===== src/rtl/retire_release_buffer.sv =====
// Retire-to-release staging FIFO: compacts up to 4 retired old-physical tags per cycle and drains up to 4 per cycle to the free list.
// Latency: a tag pushed at edge E is visible on the registered commit outputs after edge E+1 at the earliest.
// Backpressure: retireReady_o drops when fewer than 4 entries are free; holdRelease_i stalls draining; retires offered while not ready are dropped and flagged.
`ifndef SIZE_PHYSICAL_LOG
`define SIZE_PHYSICAL_LOG 7
`endif

module retire_release_buffer #(
  parameter int SIZE_PHYSICAL_LOG = `SIZE_PHYSICAL_LOG,
  parameter int DEPTH             = 16,
  parameter int DEPTH_LOG         = 4
) (
  input  logic                         clk,
  input  logic                         reset,
  input  logic                         retireValid0_i,
  input  logic                         retireValid1_i,
  input  logic                         retireValid2_i,
  input  logic                         retireValid3_i,
  input  logic [SIZE_PHYSICAL_LOG-1:0] retireReg0_i,
  input  logic [SIZE_PHYSICAL_LOG-1:0] retireReg1_i,
  input  logic [SIZE_PHYSICAL_LOG-1:0] retireReg2_i,
  input  logic [SIZE_PHYSICAL_LOG-1:0] retireReg3_i,
  input  logic                         holdRelease_i,
  output logic                         retireReady_o,
  output logic                         commitValid0_o,
  output logic                         commitValid1_o,
  output logic                         commitValid2_o,
  output logic                         commitValid3_o,
  output logic [SIZE_PHYSICAL_LOG-1:0] commitReg0_o,
  output logic [SIZE_PHYSICAL_LOG-1:0] commitReg1_o,
  output logic [SIZE_PHYSICAL_LOG-1:0] commitReg2_o,
  output logic [SIZE_PHYSICAL_LOG-1:0] commitReg3_o,
  output logic [DEPTH_LOG:0]           count_o,
  output logic                         overflowErr_o
);

  logic [3:0]                   rv;
  logic [SIZE_PHYSICAL_LOG-1:0] rr [4];

  logic [SIZE_PHYSICAL_LOG-1:0] mem [DEPTH];
  logic [DEPTH_LOG-1:0]         head;
  logic [DEPTH_LOG-1:0]         tail;
  logic [DEPTH_LOG:0]           count;
  logic                         overflow_err;

  logic                         ready;
  logic [2:0]                   off1, off2, off3;
  logic [2:0]                   push_num;
  logic [2:0]                   pop_num;
  logic [DEPTH_LOG-1:0]         wr_idx [4];
  logic [DEPTH_LOG-1:0]         rd_idx [4];

  logic                         cv [4];
  logic [SIZE_PHYSICAL_LOG-1:0] cr [4];

  assign rv    = {retireValid3_i, retireValid2_i, retireValid1_i, retireValid0_i};
  assign rr[0] = retireReg0_i;
  assign rr[1] = retireReg1_i;
  assign rr[2] = retireReg2_i;
  assign rr[3] = retireReg3_i;

  // Ready depends only on the registered occupancy so it never loops back through the retire inputs.
  assign ready = (count <= (DEPTH_LOG+1)'(DEPTH - 4));

  // Slot k lands at tail + (number of valid slots below k), which packs out gaps.
  always_comb begin
    off1     = {2'b00, rv[0]};
    off2     = off1 + {2'b00, rv[1]};
    off3     = off2 + {2'b00, rv[2]};
    push_num = ready ? (off3 + {2'b00, rv[3]}) : 3'd0;
    if (holdRelease_i) begin
      pop_num = 3'd0;
    end else if (count >= (DEPTH_LOG+1)'(4)) begin
      pop_num = 3'd4;
    end else begin
      pop_num = count[2:0];
    end
    wr_idx[0] = tail;
    wr_idx[1] = tail + DEPTH_LOG'(off1);
    wr_idx[2] = tail + DEPTH_LOG'(off2);
    wr_idx[3] = tail + DEPTH_LOG'(off3);
    for (int k = 0; k < 4; k++) begin
      rd_idx[k] = head + DEPTH_LOG'(k);
    end
  end

  // Storage array; only written when the whole 4-entry burst is guaranteed to fit.
  always_ff @(posedge clk) begin
    if (!reset && ready) begin
      for (int k = 0; k < 4; k++) begin
        if (rv[k]) begin
          mem[wr_idx[k]] <= rr[k];
        end
      end
    end
  end

  // Pointer and occupancy update; push and pop resolve in the same edge at any occupancy.
  always_ff @(posedge clk) begin
    if (reset) begin
      head  <= '0;
      tail  <= '0;
      count <= '0;
    end else begin
      head  <= head + DEPTH_LOG'(pop_num);
      tail  <= tail + DEPTH_LOG'(push_num);
      count <= count - (DEPTH_LOG+1)'(pop_num) + (DEPTH_LOG+1)'(push_num);
    end
  end

  // Sticky overflow flag: a retire offered while not ready is lost, so it is latched until reset.
  always_ff @(posedge clk) begin
    if (reset) begin
      overflow_err <= 1'b0;
    end else if (!ready && (|rv)) begin
      overflow_err <= 1'b1;
    end
  end

  // Registered release slots, always packed from slot 0, read from pre-edge storage.
  always_ff @(posedge clk) begin
    if (reset) begin
      for (int k = 0; k < 4; k++) begin
        cv[k] <= 1'b0;
        cr[k] <= '0;
      end
    end else begin
      for (int k = 0; k < 4; k++) begin
        if (k < int'(pop_num)) begin
          cv[k] <= 1'b1;
          cr[k] <= mem[rd_idx[k]];
        end else begin
          cv[k] <= 1'b0;
          cr[k] <= '0;
        end
      end
    end
  end

  assign retireReady_o  = ready;
  assign commitValid0_o = cv[0];
  assign commitValid1_o = cv[1];
  assign commitValid2_o = cv[2];
  assign commitValid3_o = cv[3];
  assign commitReg0_o   = cr[0];
  assign commitReg1_o   = cr[1];
  assign commitReg2_o   = cr[2];
  assign commitReg3_o   = cr[3];
  assign count_o        = count;
  assign overflowErr_o  = overflow_err;

endmodule


===== config.mk =====
export PLATFORM = sky130hd
export DESIGN_NAME = retire_release_buffer
export DESIGN_NICKNAME = d
export VERILOG_FILES = /design/src/rtl/retire_release_buffer.sv
export SDC_FILE = /design/constraint.sdc
export NUM_CORES = 1
export LEC_CHECK = 0
export CAP_MARGIN = 20
export CORE_ASPECT_RATIO = 1.1
export CORE_MARGIN = 2
export CORE_UTILIZATION = 50
export DETAILED_ROUTE_END_ITERATION = 8
export HOLD_SLACK_MARGIN = 0.06
export PLACE_DENSITY = 0.71
export RECOVER_POWER = 50
export SKIP_LAST_GASP = 1
export SYNTH_ARGS = -nofsm -noshare
export SYNTH_HDL_FRONTEND = slang
export SYNTH_SLANG_ARGS = --single-unit

===== constraint.sdc =====
create_clock -name clk -period 3.4 [get_ports clk]
set_input_delay 0.34 -clock clk [delete_from_list [all_inputs] [get_ports clk]]
set_output_delay 0.34 -clock clk [all_outputs]
set_load 0.01 [all_outputs]

# Yosys cells after proc, flatten, opt, wreduce, memory -nomap -nowiden
# Memory sizes are Yosys's and may differ from the RTL's. A register that Yosys moved wholly into a read port is not among the register bits.
# Index checks and enable logic that the tools add are counted.
word_totals:
  mem_count: 3
  output_inout_bits: 39
  mem_bits_rw: 144
  inputBits: 35
  ff_bits: 14
  elab_cells: 105
op_classes:
  muxes: 58
  n_bitwise: 16
  add_sub_neg: 13
  magnitude_cmp: 6
  reduce_logical: 5
mem_list:
  columns: ["memory", "depth", "word_bits", "rd", "rd_ports_with_merged_regs", "wr", "line", "text"]
  rows:
  - ["mem", 16, 7, 4, 1, 4, "40", "logic [SIZE_PHYSICAL_LOG-1:0] mem [DEPTH];"]
  - ["cr", 4, 7, 4, 0, 4, "54", "logic [SIZE_PHYSICAL_LOG-1:0] cr [4];"]
  - ["cv", 4, 1, 4, 0, 4, "53", "logic cv [4];"]
op_table:
  columns: ["op", "n"]
  rows:
  - ["2-to-1 mux 7 bit", 8]
  - ["2-to-1 mux 1 bit", 46]
  - ["bitwise OR 1 bit", 16]
  - ["adder 4 x 3 -> 4 bit", 3]
  - ["2-to-1 mux 3 bit", 3]
  - ["adder 4 x 2 -> 4 bit (second input constant)", 2]
  - ["< comparator 1 x 3 -> 1 bit (first input constant)", 2]
  - ["< comparator 2 x 3 -> 1 bit (first input constant)", 2]
  - ["adder 5 x 3 -> 5 bit", 1]
  - [">= comparator 5 x 3 -> 1 bit (second input constant)", 1]
  - ["<= comparator 5 x 4 -> 1 bit (second input constant)", 1]
  - ["subtractor 5 x 3 -> 5 bit", 1]
  - ["adder 4 x 1 -> 4 bit", 1]
  - ["adder 4 x 1 -> 4 bit (second input constant)", 1]
  - ["adder 4 x 2 -> 4 bit", 1]
  - ["2-to-1 mux 4 bit", 1]
  - ["OR reduction 4 bit", 1]
  - ["adder 2 x 1 -> 3 bit", 1]
  - ["adder 3 x 1 -> 3 bit", 1]
  - ["adder 1 x 1 -> 2 bit", 1]
  - ["logical AND 1 bit", 2]
  - ["logical NOT 1 bit", 2]

# Logic depth before layout (Yosys ltp)
# Gate-level depths: netlist (run 1).
logic_depth:
  depth_word: 9
  mapped_depth: 21
  ltp_nobuf: 16

# Worst setup path before layout (run 1)
# No wires, ideal clock.
synth_path:
  path_type: "register to register"
  start: "reg count[4] (netlist: count_o[4])"
  end: "reg count[3] (netlist: count_o[3])"
  period_less_slack_ns: 3.910
  path_slack_ns: -0.510
  stages_incl_launch_ff: 19
  arrival_time_ns: 3.783
  setup_time_ns: 0.128
  path_buffers: 5
  t_required_ns: 3.272
  path_cell_list: "dfxtp_1 > clkbuf_1 > clkbuf_1 > clkbuf_1 > inv_1 > ha_1 > and2_1 > clkbuf_1 > clkbuf_1 > a21o_1 > clkinv_1 > nand2b_1 > fa_1 > inv_1 > ha_1 > a21o_1 > a21oi_1 > xor2_1 > nor2_1"
synth_between:
  elab_cells_between_ends: 7
  classes_between: "add/sub: 2; order compare: 2; mux: 3"
synth_lines:
  columns: ["item", "line", "text"]
  rows:
  - ["start: declaration", "43", "logic [DEPTH_LOG:0] count;"]
  - ["start signal: assignment", "107", "count <= count - (DEPTH_LOG+1)'(pop_num) + (DEPTH_LOG+1)'(push_num);"]
  - ["<= comparator 5 x 4 -> 1 bit", "63", "assign ready = (count <= (DEPTH_LOG+1)'(DEPTH - 4));"]
  - ["net retireReady_o", "24", "output logic retireReady_o,"]
  - ["2-to-1 mux 3 bit", "70", "push_num = ready ? (off3 + {2'b00, rv[3]}) : 3'd0;"]
  - ["adder 5 x 3 -> 5 bit", "107", null]
# The timed path passes the listed nets, and every way through them passes these cells.
# A chain may end at the register's enable or synchronous reset.

==> summary.txt, run 1 <==
Total of warnings raised by yosys: 0
CTS clk-pin slew, worst paths: 0.08 ns
Area of the mapped netlist: 0.0142 mm²
Layout Cell Area excl Fill: 0.0174 mm²
Syn Inst Count: 1261
Clock sinks: 158
Number of buffers on the longest clock path: 2
Class of the tightest hold or removal check: in2reg
Sequential fraction of the synthesis area: 0.325
Worst vdd rail ir drop: 0.562 mV
Slew HR: 0.0922
Setup-violating endpoint count in the final report: 0
Final hold violation count: 0
Proportion of layout cells with a drive suffix above 1: 0.291
Residual overflow from global routing: 0
Final Wtd Congestion: 0.983
Commonest non-fill, non-tap cell in the layout: mux2i_1
Post-route minimum period: 3.33 ns
Mean cell area of the mapped netlist: 11.2 µm²
Crit Path Category: in2reg
Period utilisation layout: 0.979
Most instantiated flip-flop cell in the synthesis netlist: edfxtp_1
Required time of the worst setup path: 3.66 ns
PwrDens: 592 mW/mm²
Routed WL per cell: 30.1 µm
Flip-flop and latch count after synthesis: 158
Antenna Violating Nets Remaining: 0
Final Non-Filler Cells: 1818
Area enclosed by the die boundary: 0.0297 mm²
Count of standard-cell rows: 64
Number of enable flip-flop cells after synthesis: 144
Largest net degree at the start of global routing: 117
Area of the multi-input gates: 0.00944 mm²
Synthesis-to-layout area growth: 22.6%
Global-route usage over all layers: 0.374
Final net count: 1514
Wirelength, routed: 54.8 mm
DR pass1 iterations: 7
Number of global-route vias before repair: 11651
Num CTS Buffers: 17
Detailed-route DRC error count: 0
Arrival time reported for the critical path endpoint: 3.59 ns
Setup TNS: 0 ns
Type of origin of the critical path: input port
Root buffer selected by CTS: clkbuf_16
HPWL Detailed: 39.9 mm
Worst Skew: 0.0192 ns
Placeable core area: 0.0279 mm²
Total of fill cells in the finished design: 2233
Post-synthesis async set-or-reset flop share: 0
Number of antenna violations at the first check in global routing: 1
Static leakage: 0.00647 µW
Result of the run: completed
Die H: 181 µm
Number of maximum-capacitance violations: 0
FF/Latch Area: 0.00461 mm²
# IOs: 74
PnR worst setup slack: 0.0727 ns
Final total power: 10300 µW
Iteration-0 DRC Markers: 1832
Per-cell via count in the routed design: 6.97
CTS tree: built
Instance area at placement: 0.0166 mm²
Global-route wire length before repair: 78.8 mm
Unique masters post-synth: 58
Total number of vias: 12666
Dpl ws: -0.914 ns
Transition time of the tightest slew-check pin: 1.36 ns
Htree depth: 4
Clock network latency to the later pin of the worst-skew pair: 0.45 ns
Final Max Tran Viols: 0
Type of element capturing the critical path: flip-flop
Setup repair after global routing missed its margin: false
Worst-path maximum fanout: 14
IO buf count: 73
Top library cells by usage in the layout, fill and taps aside: 170 x mux2i_1, 144 x edfxtp_1, 139 x buf_4
Horiz. Die Dim: 165 µm
Fmax: 0.301 GHz
Effective utilization at floorplan: 0.509
Placed cells: 1783
[Yosys cell counts, types with 10 or more instances]
cell type | n | share of area
a2111oi_0 | 29 | 0.018
nand3_1 | 16 | 0.0056
dfxtp_1 | 14 | 0.020
buf_1 | 16 | 0.0042
nor3_1 | 11 | 0.0039
nor2_1 | 81 | 0.021
inv_1 | 35 | 0.0093
a211oi_1 | 76 | 0.040
nand3b_1 | 10 | 0.0053
clkbuf_1 | 72 | 0.019
mux4_2 | 126 | 0.20
nand2_1 | 55 | 0.015
o21ai_0 | 52 | 0.018
a21oi_1 | 74 | 0.026
buf_2 | 26 | 0.0092
edfxtp_1 | 144 | 0.31
and3_1 | 73 | 0.032
nor2b_1 | 26 | 0.011
ha_1 | 29 | 0.026
mux2i_1 | 171 | 0.12
a21boi_1 | 11 | 0.0058
[per-stage QoR]
stage / hold slack [ns] / utilization
4_1_cts: 0.486 / 0.624
6_report: 0.440 / 0.624
2_1_floorplan: 0.502 / -
5_1_grt: 0.522 / 0.624
3_5_place_dp: 0.465 / 0.596
3_3_place_gp: 0.450 / 0.596
[cells by family after synthesis]
group,count (synthesis),synth area share
and+or+nand+nor,316,0.125
AOI/OAI and AO/OA,285,0.139
xor gates and xnor gates,15,0.00927
DFF,158,0.325
other,1,0.000265
buffers and inverters,151,0.0428
adders and majority gates,38,0.0383
muxes,297,0.321
[sequential cells by signal, summed over array words and instances (netlist names)]
signal	flops
mem	112
cr	28
count_o	5
cv	4
head	4
tail	4
overflowErr_o	1
[layout make-up]
| type | instances | share of cell area |
|---|---|---|
| Timing Repair Buffer | 245 | 0.124 |
| Multi-Input combinational cell | 983 | 0.543 |
| Tap cell | 363 | 0.0261 |
| Inverter | 36 | 0.00784 |
| Antenna cell | 1 | 0.000144 |
| Clock buffer | 19 | 0.0255 |
| Clock inverter | 13 | 0.00878 |
| Sequential cell | 158 | 0.265 |
[metal layers]
layer	track usage	wire [µm]	share of wire
met4	0.253	4710	0.086
met2	0.546	23800	0.43
met5	0	0	0
met3	0.0789	6490	0.12
met1	0.500	19800	0.36
[final timing paths]
check                                   from                          to  slack, ns  cells past startpoint
setup reg to reg          tail[0]$_SDFF_PP0_         mem[3][0]$_DFFE_PP_       0.22                      9
setup / recovery              retireValid1_i         mem[0][0]$_DFFE_PP_       0.07                     11
hold / removal                retireValid2_i  overflowErr_o$_SDFFE_PP0P_       0.44                      6
hold reg to reg   overflowErr_o$_SDFFE_PP0P_  overflowErr_o$_SDFFE_PP0P_       0.47                      2
[timing repair]
item                       CTS  global route
pin swaps                   11             6
setup buffers                0             1
hold buffers                 0             0
setup endpoints to repair  202           162
gates resized for setup     45            29
[where the power goes]
group	switching (µW)	internal [µW]
sequential	304	2560
combinational	3060	2390
clock	864	1120
[worst max-delay path: stages]
cell	delay, ns
clkdlybuf4s15_1	0.19
fa_1	0.54
ha_1	0.18
inv_1	0.05
fa_2	0.56
or4bb_1	0.44
a2111o_1	0.40
o21bai_1	0.23
buf_4	0.21
and3_1	0.19
a211oi_2	0.26
No activity file was read; power rests on OpenSTA's default activity.
==> run 2, diff against run 1 <==
--- a/config.mk
+++ b/config.mk
@@ -10,8 +10,9 @@
 export CORE_MARGIN = 2
 export CORE_UTILIZATION = 50
 export DETAILED_ROUTE_END_ITERATION = 8
+export DONT_BUFFER_PORTS = 1
 export HOLD_SLACK_MARGIN = 0.06
-export PLACE_DENSITY = 0.71
+export PLACE_DENSITY = 0.68
 export RECOVER_POWER = 50
 export SKIP_LAST_GASP = 1
 export SYNTH_ARGS = -nofsm -noshare
==> run 2 against run 1 <==
Wire length about the same. Clock skew down 0.0019 ns. Maximum frequency up 1.3%. Critical path depth unchanged. Sequential share of layout area up 1.8 points. Setup slack better by 0.044 ns. First-iteration DRC count down 4.4%. Via count down 1.6%. Critical path type unchanged.
==> summary.txt, run 2 (same netlist as run 1, synthesis figures left out) <==
Clock sinks: 158
Slew HR: 0.386
CTS clk-pin slew, worst paths: 0.08 ns
Relative contribution of the clock network to total power: 0.191
Arrival time reported for the critical path endpoint: 3.39 ns
CTS tree: built
Setup repair after global routing missed its margin: false
Htree depth: 4
Number of maximum-capacitance violations: 0
Global-route usage over all layers: 0.377
Number of global-route vias before repair: 11740
Total number of vias: 12465
Largest register FFs: 112
Final Non-Filler Cells: 1734
Clock network latency to the later pin of the worst-skew pair: 0.46 ns
Worst Skew: 0.0174 ns
Share of total power in sequential cells: 0.291
Result of the run: completed
Num CTS Buffers: 17
Residual overflow from global routing: 0
Critical path, cell by cell: fa_1 > ha_1 > inv_1 > fa_1 > or4b_1 > a2111o_1 > clkbuf_2 > nor3_2 > buf_12 > a21oi_4 > nand2_1
Largest net degree at the start of global routing: 55
Combinational power share: 0.517
Setup TNS: 0 ns
Final total power: 9930 µW
Die H: 181 µm
PwrDens: 610 mW/mm²
Detailed-route DRC error count: 0
Antenna Violating Nets Remaining: 0
IO buf count: 0
Switching pwr: 4110 µW
Per-cell via count in the routed design: 7.19
Count of standard-cell rows: 64
DR pass1 iterations: 6
Type of origin of the critical path: input port
PnR worst setup slack: 0.117 ns
Stage delay of the slowest cell on the critical path: 0.57 ns
Dpl ws: -0.263 ns
Final Max Tran Viols: 0
Net switching share of the total power: 0.414
Number of buffers on the longest clock path: 2
Static leakage: 0.00596 µW
Global-route wire length before repair: 80.3 mm
# IOs: 74
Effective utilization at floorplan: 0.509
Internal power component: 5820 µW
HPWL Detailed: 39.8 mm
Postcts setup bufs: 0
Setup-violating endpoint count in the final report: 0
Smallest hold slack: 0.124 ns
Top library cells by usage in the layout, fill and taps aside: 171 x mux2i_1, 144 x edfxtp_1, 130 x buf_4
Fmax: 0.305 GHz
Total of fill cells in the finished design: 2260
Number of antenna violations at the first check in global routing: 1
Iteration-0 DRC Markers: 1752
Synthesis-to-layout area growth: 14.9%
Kind of cell with the highest combined delay on the critical path: adder cells
Proportion of layout cells with a drive suffix above 1: 0.263
Final net count: 1430
Commonest non-fill, non-tap cell in the layout: mux2i_1
Root buffer selected by CTS: clkbuf_16
Period utilisation layout: 0.966
Class of the tightest hold or removal check: in2reg
Transition time of the tightest slew-check pin: 0.912 ns
Area enclosed by the die boundary: 0.0297 mm²
Worst-path maximum fanout: 8
Placeable core area: 0.0279 mm²
Wirelength, routed: 54.8 mm
Crit Path Category: in2reg
Required time of the worst setup path: 3.51 ns
Routed WL per cell: 31.6 µm
Critical-path top delay cell: fa_1
Type of element capturing the critical path: flip-flop
WP buf/inv: 3
Horiz. Die Dim: 165 µm
Placed cells: 1699
Final hold violation count: 0
Final Wtd Congestion: 0.986
Cell repeated most along the worst path: fa_1
Post-route minimum period: 3.28 ns
Worst vdd rail ir drop: 0.397 mV
==> run 2: cell types whose count changed in the layout (fill, tap and decap cells not counted), sizes merged <==
cell	before	now
dlygate4sd3	38	1
clkdlybuf4s50	32	0
buf	157	145
clkbuf	36	33
clkinv	3	6
inv	42	39
clkinvlp	2	4
bufinv	2	1
clkdlybuf4s15	1	0
==> run 2: timing repair <==
action                                 CTS  global route
gates resized for setup                  0             1
setup endpoints to repair                0             7
hold buffers                             1             0
endpoints found under the hold margin   14             0
==> run 2: layout make-up <==
| type | count | area [µm²] | area share |
|---|---|---|---|
| flip-flops and latches | 158 | 4610 | 0.283 |
| well taps | 363 | 454 | 0.0279 |
| clock inverters | 14 | 133 | 0.00814 |
| repair buffers | 161 | 1370 | 0.0839 |
| clock buffers | 18 | 429 | 0.0264 |
| multi-input cells | 983 | 9160 | 0.562 |
| inverters | 36 | 136 | 0.00837 |
| diodes | 1 | 2.50 | 0.000154 |
==> run 2: per-layer routing <==
metal	global-route usage	wire, µm
met2	0.540	23800
met5	0	16
met1	0.510	20100
met3	0.0909	6660
met4	0.246	4270
==> run 2: path summary, 6_finish.rpt <==
| kind | start | to | slack, ns | cells after the start |
|---|---|---|---|---|
| setup reg to reg | count_o[3]$_SDFF_PP0_ | mem[13][4]$_DFFE_PP_ | 0.16 | 6 |
| setup / recovery | retireValid0_i | mem[14][4]$_DFFE_PP_ | 0.12 | 11 |
| hold reg to reg | overflowErr_o$_SDFFE_PP0P_ | overflowErr_o$_SDFFE_PP0P_ | 0.55 | 2 |
| hold / removal | retireValid3_i | overflowErr_o$_SDFFE_PP0P_ | 0.12 | 4 |
==> run 2: tightest hold or removal path: stages <==
cell	delay [ns]
nor2_1	0.02
nand2_1	0.05
a21oi_1	0.06
nor2_1	0.08
==> run 2: through the flow <==
step	utilization	cell area, µm²
2_1_floorplan	-	14400
3_3_place_gp	0.568	15800
3_5_place_dp	0.568	15800
4_1_cts	0.589	16400
5_1_grt	0.584	16300
6_report	0.584	16300
==> run 2: power by group through the flow <==
| stage | Clock [µW] | Sequential (µW) | Combinational (µW) |
|---|---|---|---|
| floorplan | 0 | 2810 | 3340 |
| global placement | 0 | 2890 | 4930 |
| detailed placement | 0 | 2930 | 5010 |
| CTS | 1900 | 2890 | 5030 |
| global route | 1970 | 2930 | 5430 |
| finish | 1900 | 2890 | 5140 |
